==> src/rtl/jtframe_test_inputs_if.sv <==
// Player-input bundle between the video timing side and the
// scripted input generator.
interface jtframe_test_inputs_if;
   logic       LVBL;
   logic [6:0] game_joystick1;
   logic       button_1p;
   logic       coin_left;

   modport master (
      output LVBL,
      input  game_joystick1,
      input  button_1p,
      input  coin_left
   );

   modport slave (
      input  LVBL,
      output game_joystick1,
      output button_1p,
      output coin_left
   );
endinterface

==> src/rtl/jtframe_test_inputs.sv <==
// Scripted player inputs for TESTINPUTS builds: coin, 1P start,
// then a looping P1 joystick pattern, paced by LVBL frames.
module jtframe_test_inputs #(
   parameter int FRAME_W     = 16,
   parameter int COIN_FRAME  = 60,
   parameter int START_FRAME = 120,
   parameter int PULSE_LEN   = 4,
   parameter int PLAY_FRAME  = 180,
   parameter int HOLD        = 16
) (
   input  logic clk,
   input  logic rst,
   input  logic loop_rst,
   jtframe_test_inputs_if.slave io
);

   localparam int HW = (HOLD > 1) ? $clog2(HOLD) : 1;
   localparam int XW = FRAME_W + 1;

   localparam logic [XW-1:0] COIN_LO  = XW'(COIN_FRAME);
   localparam logic [XW-1:0] COIN_HI  = XW'(COIN_FRAME + PULSE_LEN);
   localparam logic [XW-1:0] START_LO = XW'(START_FRAME);
   localparam logic [XW-1:0] START_HI = XW'(START_FRAME + PULSE_LEN);
   localparam logic [XW-1:0] PLAY_AT  = XW'(PLAY_FRAME);
   localparam logic [HW-1:0] HOLD_M1  = HW'(HOLD - 1);

   logic               r_lvbl_l;
   logic [FRAME_W-1:0] r_frame;
   logic [HW-1:0]      r_hold;
   logic [2:0]         r_step;
   logic [6:0]         r_joy;
   logic               r_start;
   logic               r_coin;

   logic               w_rst;
   logic               w_tick;
   logic [XW-1:0]      w_fx;
   logic               w_play;
   logic               w_coin_on;
   logic               w_start_on;
   logic [6:0]         w_pat;

   assign w_rst      = rst | loop_rst;
   assign w_tick     = r_lvbl_l & ~io.LVBL;
   assign w_fx       = {1'b0, r_frame};
   assign w_play     = w_fx >= PLAY_AT;
   assign w_coin_on  = (w_fx >= COIN_LO) && (w_fx < COIN_HI);
   assign w_start_on = (w_fx >= START_LO) && (w_fx < START_HI);

   always_comb begin
      w_pat = 7'h00;
      unique case (r_step)
         3'd0: w_pat = 7'h00;
         3'd1: w_pat = 7'h08;
         3'd2: w_pat = 7'h01;
         3'd3: w_pat = 7'h04;
         3'd4: w_pat = 7'h02;
         3'd5: w_pat = 7'h10;
         3'd6: w_pat = 7'h18;
         3'd7: w_pat = 7'h20;
      endcase
   end

   // LVBL is tracked even in reset so a low LVBL at release is no edge
   always_ff @(posedge clk) begin
      r_lvbl_l <= io.LVBL;
   end

   always_ff @(posedge clk) begin
      if (w_rst) begin
         r_frame <= '0;
         r_hold  <= '0;
         r_step  <= 3'd0;
      end else if (w_tick) begin
         if (r_frame != '1) r_frame <= r_frame + 1'b1;
         if (w_play) begin
            if (r_hold == HOLD_M1) begin
               r_hold <= '0;
               r_step <= r_step + 3'd1;
            end else begin
               r_hold <= r_hold + 1'b1;
            end
         end
      end
   end

   always_ff @(posedge clk) begin
      if (w_rst) begin
         r_joy   <= 7'h7F;
         r_start <= 1'b1;
         r_coin  <= 1'b1;
      end else begin
         r_joy   <= w_play ? ~w_pat : 7'h7F;
         r_start <= ~w_start_on;
         r_coin  <= ~w_coin_on;
      end
   end

   assign io.game_joystick1 = r_joy;
   assign io.button_1p      = r_start;
   assign io.coin_left      = r_coin;

endmodule

==> src/flat_wrapper.sv <==
// flat-port wrapper written by rule: the top's interface ports become plain ports
module jtframe_test_inputs_flat 
#(
   parameter int FRAME_W     = 16,
   parameter int COIN_FRAME  = 60,
   parameter int START_FRAME = 120,
   parameter int PULSE_LEN   = 4,
   parameter int PLAY_FRAME  = 180,
   parameter int HOLD        = 16
)
  (clk, rst, loop_rst, io_LVBL, io_game_joystick1, io_button_1p, io_coin_left);
  jtframe_test_inputs_if io_i ();
  input  logic clk;
  input  logic rst;
  input  logic loop_rst;
  input wire logic [$bits(io_i.LVBL)-1:0] io_LVBL;
  output wire logic [$bits(io_i.game_joystick1)-1:0] io_game_joystick1;
  output wire logic [$bits(io_i.button_1p)-1:0] io_button_1p;
  output wire logic [$bits(io_i.coin_left)-1:0] io_coin_left;
  assign io_i.LVBL = io_LVBL;
  assign io_game_joystick1 = io_i.game_joystick1;
  assign io_button_1p = io_i.button_1p;
  assign io_coin_left = io_i.coin_left;
  jtframe_test_inputs #(.FRAME_W(FRAME_W), .COIN_FRAME(COIN_FRAME), .START_FRAME(START_FRAME), .PULSE_LEN(PULSE_LEN), .PLAY_FRAME(PLAY_FRAME), .HOLD(HOLD)) u_core (.clk(clk), .rst(rst), .loop_rst(loop_rst), .io(io_i));
endmodule
==> config.mk <==
export PLATFORM = sky130hd
export DESIGN_NAME = jtframe_test_inputs_flat
export DESIGN_NICKNAME = d
export VERILOG_FILES = /design/src/rtl/jtframe_test_inputs_if.sv /design/src/rtl/jtframe_test_inputs.sv /design/src/flat_wrapper.sv
export SDC_FILE = /design/constraint.sdc
export NUM_CORES = 1
export LEC_CHECK = 0
export CAP_MARGIN = 20
export CORE_MARGIN = 2
export CORE_UTILIZATION = 35
export DETAILED_ROUTE_END_ITERATION = 6
export MAX_ROUTING_LAYER = met4
export PLACE_DENSITY_LB_ADDON = 0.08
export RECOVER_POWER = 100
export SLEW_MARGIN = 0
export SYNTH_ARGS = -nofsm -noshare
export SYNTH_HDL_FRONTEND = slang
export SYNTH_SLANG_ARGS = --single-unit
==> constraint.sdc <==
create_clock -name clk -period 2.1 [get_ports clk]
set_input_delay 0.42 -clock clk [delete_from_list [all_inputs] [get_ports clk]]
set_output_delay 0.42 -clock clk [all_outputs]
set_load 0.1 [all_outputs]
==> metrics.cfg, run 1 <==
[drt]
drt_wl_total_um=3880
dr_total_vias=1474
first_pass_iters=5
drt-wirelength-per-cell_um=13.2
detail_route.vias_per_cell=5.03
drc_errors=0
postRouteAntennaNets=0
drt-initial-drc-count=64

[worst_setup_path]
startpoint_type=flip-flop
r2r_end=u_core.w_pat[3]$_DFF_P_
slowest_delay_ns=0.55
cpMaxStageDelayCell=or4_4
crit_fanout=4
setup.worst_path.end_class=flip-flop
cp_cell_sequence=or4_4 -> nor2_8 -> clkbuf_1 -> a21oi_4 -> mux2i_1 -> mux2_4
worst_ep_arrival_time_ns=2.20
rr_worst_depth=6
r2r_start=u_core.r_frame[13]$_SDFFE_PP0P_
crit_required_ns=2.28
worstSetupEndpoint=u_core.w_pat[3]$_DFF_P_
path_class=flip-flop to flip-flop
r2r_slack_ns=0.08
setup.worst_path.start=u_core.r_frame[13]$_SDFFE_PP0P_

[global_route]
antenna_found_initial=0
overflow=0
grt_max_degree=13
track_usage_pct=14.4
grt_pass1_vias=1387
grt_pass1_wl_um=6640

[power_and_ir_drop]
power.density_mw_per_mm2=620
vdd.ir_drop.worst_uv=284
p_leak_nw=0.793

[die]
die_x_um=77.1
core_mm2=0.00514
io_pins=13
start_util_pct=36.4
die_area_mm2=0.00595
rows=26
die_h_um=77.1

[logic_synthesis]
yosysUniqueCellTypes=53
synth_top_family_by_area=simple AND/OR/NAND/NOR gates
ys_ff_latch=38
avgSynthCellArea_um2=9.70
synth_edf_count=0
postSynth.asyncResetShare_pct=0
synth_warnings=0
synthAdderAreaFrac_pct=4.01
netlist_instances=193
yosys.area_share.simple_pct=25.7
syn_area_mm2=0.00187
synth_fp_nets=203
synth_compound_area_share_pct=13.2
synth-seq-area-share_pct=40.6
synthFlopType=dfxtp_1
yosys.area_share.xor_xnor_pct=6.08
yosys-mux-area-fraction_pct=6.22

[placed_design]
dp_slack_ns=-0.189
portBuffers=11
place_hpwl_um=2910
place.gp.congestion=0.819

[timing]
slew_viol_final=0
fin_crit_sh_pct=96.2
finalCriticalPeriod_ns=2.02
worstMarginPinSlew_ns=0.550
fin_tns_setup_ns=0
relSlewSlack_pct=63.5
rsz0062_at_grt=no
finalHoldViolCount=0
max_freq_mhz=495
skew_ns=0.00662
setup_violations=0
layout_setup_ws_ns=0.0807

[cells_and_area]
syn_to_final_growth_pct=19.2
mostFrequentLayoutCells=dfxtp_1 (36), nor2_1 (24), nand2_1 (15), buf_4 (15), clkbuf_2 (10)
fillerInstances=543
drive_gt1_share_pct=25.6
insertedDiodeCount=0
final_common_cell=dfxtp_1
nets=232

[status]
outcome=finished, final reports clean

[cts]
cts.reportedPaths.clkPinSlew_ns=0.08
clock-root-buffer=clkbuf_8
cts_resized=0
tritoncts=done
htreeDepth=2
cts_made_buffers=5
cts_buffer_depth=2
clk_latency_ns=0.29
cts_num_sinks=38
hold_buffers=0
cts_setup_buffers=0

[run]
maxCapViolCount=0

[min_path]
worstHoldPathType=flip-flop to flip-flop

## power breakdown
| part | leakage, nW | internal (W) | total [W] | switching [W] |
|---|---|---|---|---|
| Combinational | 0.427 | 0.0000193 | 0.0000518 | 0.0000324 |
| Clock | 0.0579 | 0.000350 | 0.000608 | 0.000258 |
| Sequential | 0.308 | 0.000722 | 0.000723 | 0.00000138 |
| Total | 0.793 | 0.00109 | 0.00138 | 0.000292 |
## worst min-delay path by stage
| stage | from | endpoint | slack (ns) | cells past startpoint |
|---|---|---|---|---|
| final | u_core.w_pat[1]$_SDFF_PP0_ | u_core.io.game_joystick1[1]$_SDFF_PP1_ | 0.37 | 1 |
| after global routing | u_core.w_pat[0]$_SDFF_PP0_ | u_core.io.game_joystick1[0]$_SDFF_PP1_ | 0.38 | 1 |
| after CTS | u_core.w_pat[1]$_SDFF_PP0_ | u_core.io.game_joystick1[1]$_SDFF_PP1_ | 0.37 | 1 |
| after detailed placement | u_core.w_pat[3]$_DFF_P_ | u_core.io.game_joystick1[3]$_SDFF_PP1_ | 0.35 | 1 |
| after global placement | u_core.w_pat[4]$_SDFF_PP0_ | u_core.io.game_joystick1[4]$_SDFF_PP1_ | 0.35 | 1 |
| after floorplan | u_core.w_pat[0]$_SDFF_PP0_ | u_core.io.game_joystick1[0]$_SDFF_PP1_ | 0.34 | 1 |
## worst max-delay path: cells and delay by family (launching register included)
kind / cells / cell delay, ns
buffers and inverters: 1 / 0.24
flip-flops: 1 / 0.33
AND/OR/NAND/NOR: 2 / 0.69
multiplexers: 2 / 0.56
AO/OA/AOI/OAI: 1 / 0.09
## final cells by class
type / count / area (µm²) / area share (%)
flip-flops and latches: 38 / 763 / 34.2
clock inverters: 3 / 40.0 / 1.79
well taps: 70 / 87.6 / 3.93
multi-input cells: 142 / 1050 / 47.2
inverters: 3 / 11.3 / 0.505
repair buffers: 32 / 208 / 9.31
clock buffers: 5 / 68.8 / 3.08
## cells in the mapped netlist, types with 4 or more instances
cell type	instances	area (µm²)
a21oi_1	4	20.0
clkbuf_1	4	15.0
dfxtp_1	38	761
ha_1	6	75.1
mux2i_1	5	50.1
nand2_1	15	56.3
nand3_1	6	30.0
nor2_1	24	90.1
nor2b_1	4	25.0
nor3_1	5	25.0
o2111ai_1	4	35.0
o211ai_1	4	30.0
or3_1	4	25.0
xnor2_1	5	43.8
xor2_1	8	70.1
## routing by layer
| layer | up-vias | share of wire, % | global-route usage [%] |
|---|---|---|---|
| met5 | - | 0 | - |
| met3 | 8 | 3.4 | 3.53 |
| met1 | 703 | 50 | 18.8 |
| li1 | 738 | - | - |
| met4 | 0 | 1.6 | 4.82 |
| met2 | 25 | 45 | 21.7 |
## through the flow
step / instances / utilization, % / power (W) / area (µm²) / hold slack [ns]
finish: 293 / 43.4 / 0.00138 / 2230 / 0.366
global route: 293 / 43.4 / 0.00145 / 2230 / 0.379
CTS: 293 / 43.9 / 0.00140 / 2250 / 0.369
detailed placement: 285 / 41.7 / 0.000792 / 2150 / 0.351
global placement: 285 / 41.7 / 0.000792 / 2150 / 0.348
floorplan: 193 / - / 0.000774 / 1870 / 0.343
## registers in the layout, indices dropped and copies added (netlist names)
signal,flops
u_core.io.coin_left,1
u_core.r_frame,16
u_core.r_lvbl_l,1
u_core.r_hold,4
u_core.r_step,3
u_core.io.button_1p,1
u_core.io.game_joystick1,6
u_core.w_pat,6
## logic make-up (layout without fill, tap and decap cells)
kind of cell | Yosys count | after routing
buffers and inverters | 13 | 43
muxes | 9 | 9
AOI/OAI and AO/OA | 29 | 29
xor gates and xnor gates | 13 | 13
other | 1 | 1
and+or+nand+nor | 84 | 84
adders and majority gates | 6 | 6
DFF | 38 | 38
No activity file was read; power rests on OpenSTA's default activity.
==> run 2: changes to the inputs <==
Settings changed: CTS_CLUSTER_DIAMETER set to 60.
==> results of run 2 <==
Same layout as run 1: the final DEF is identical, and so are final timing and power.
==> run 3: changes to the inputs <==
Settings changed: CTS_CLUSTER_SIZE set to 24.
==> results of run 3 <==
Same layout as run 1: the final DEF is identical, and so are final timing and power.
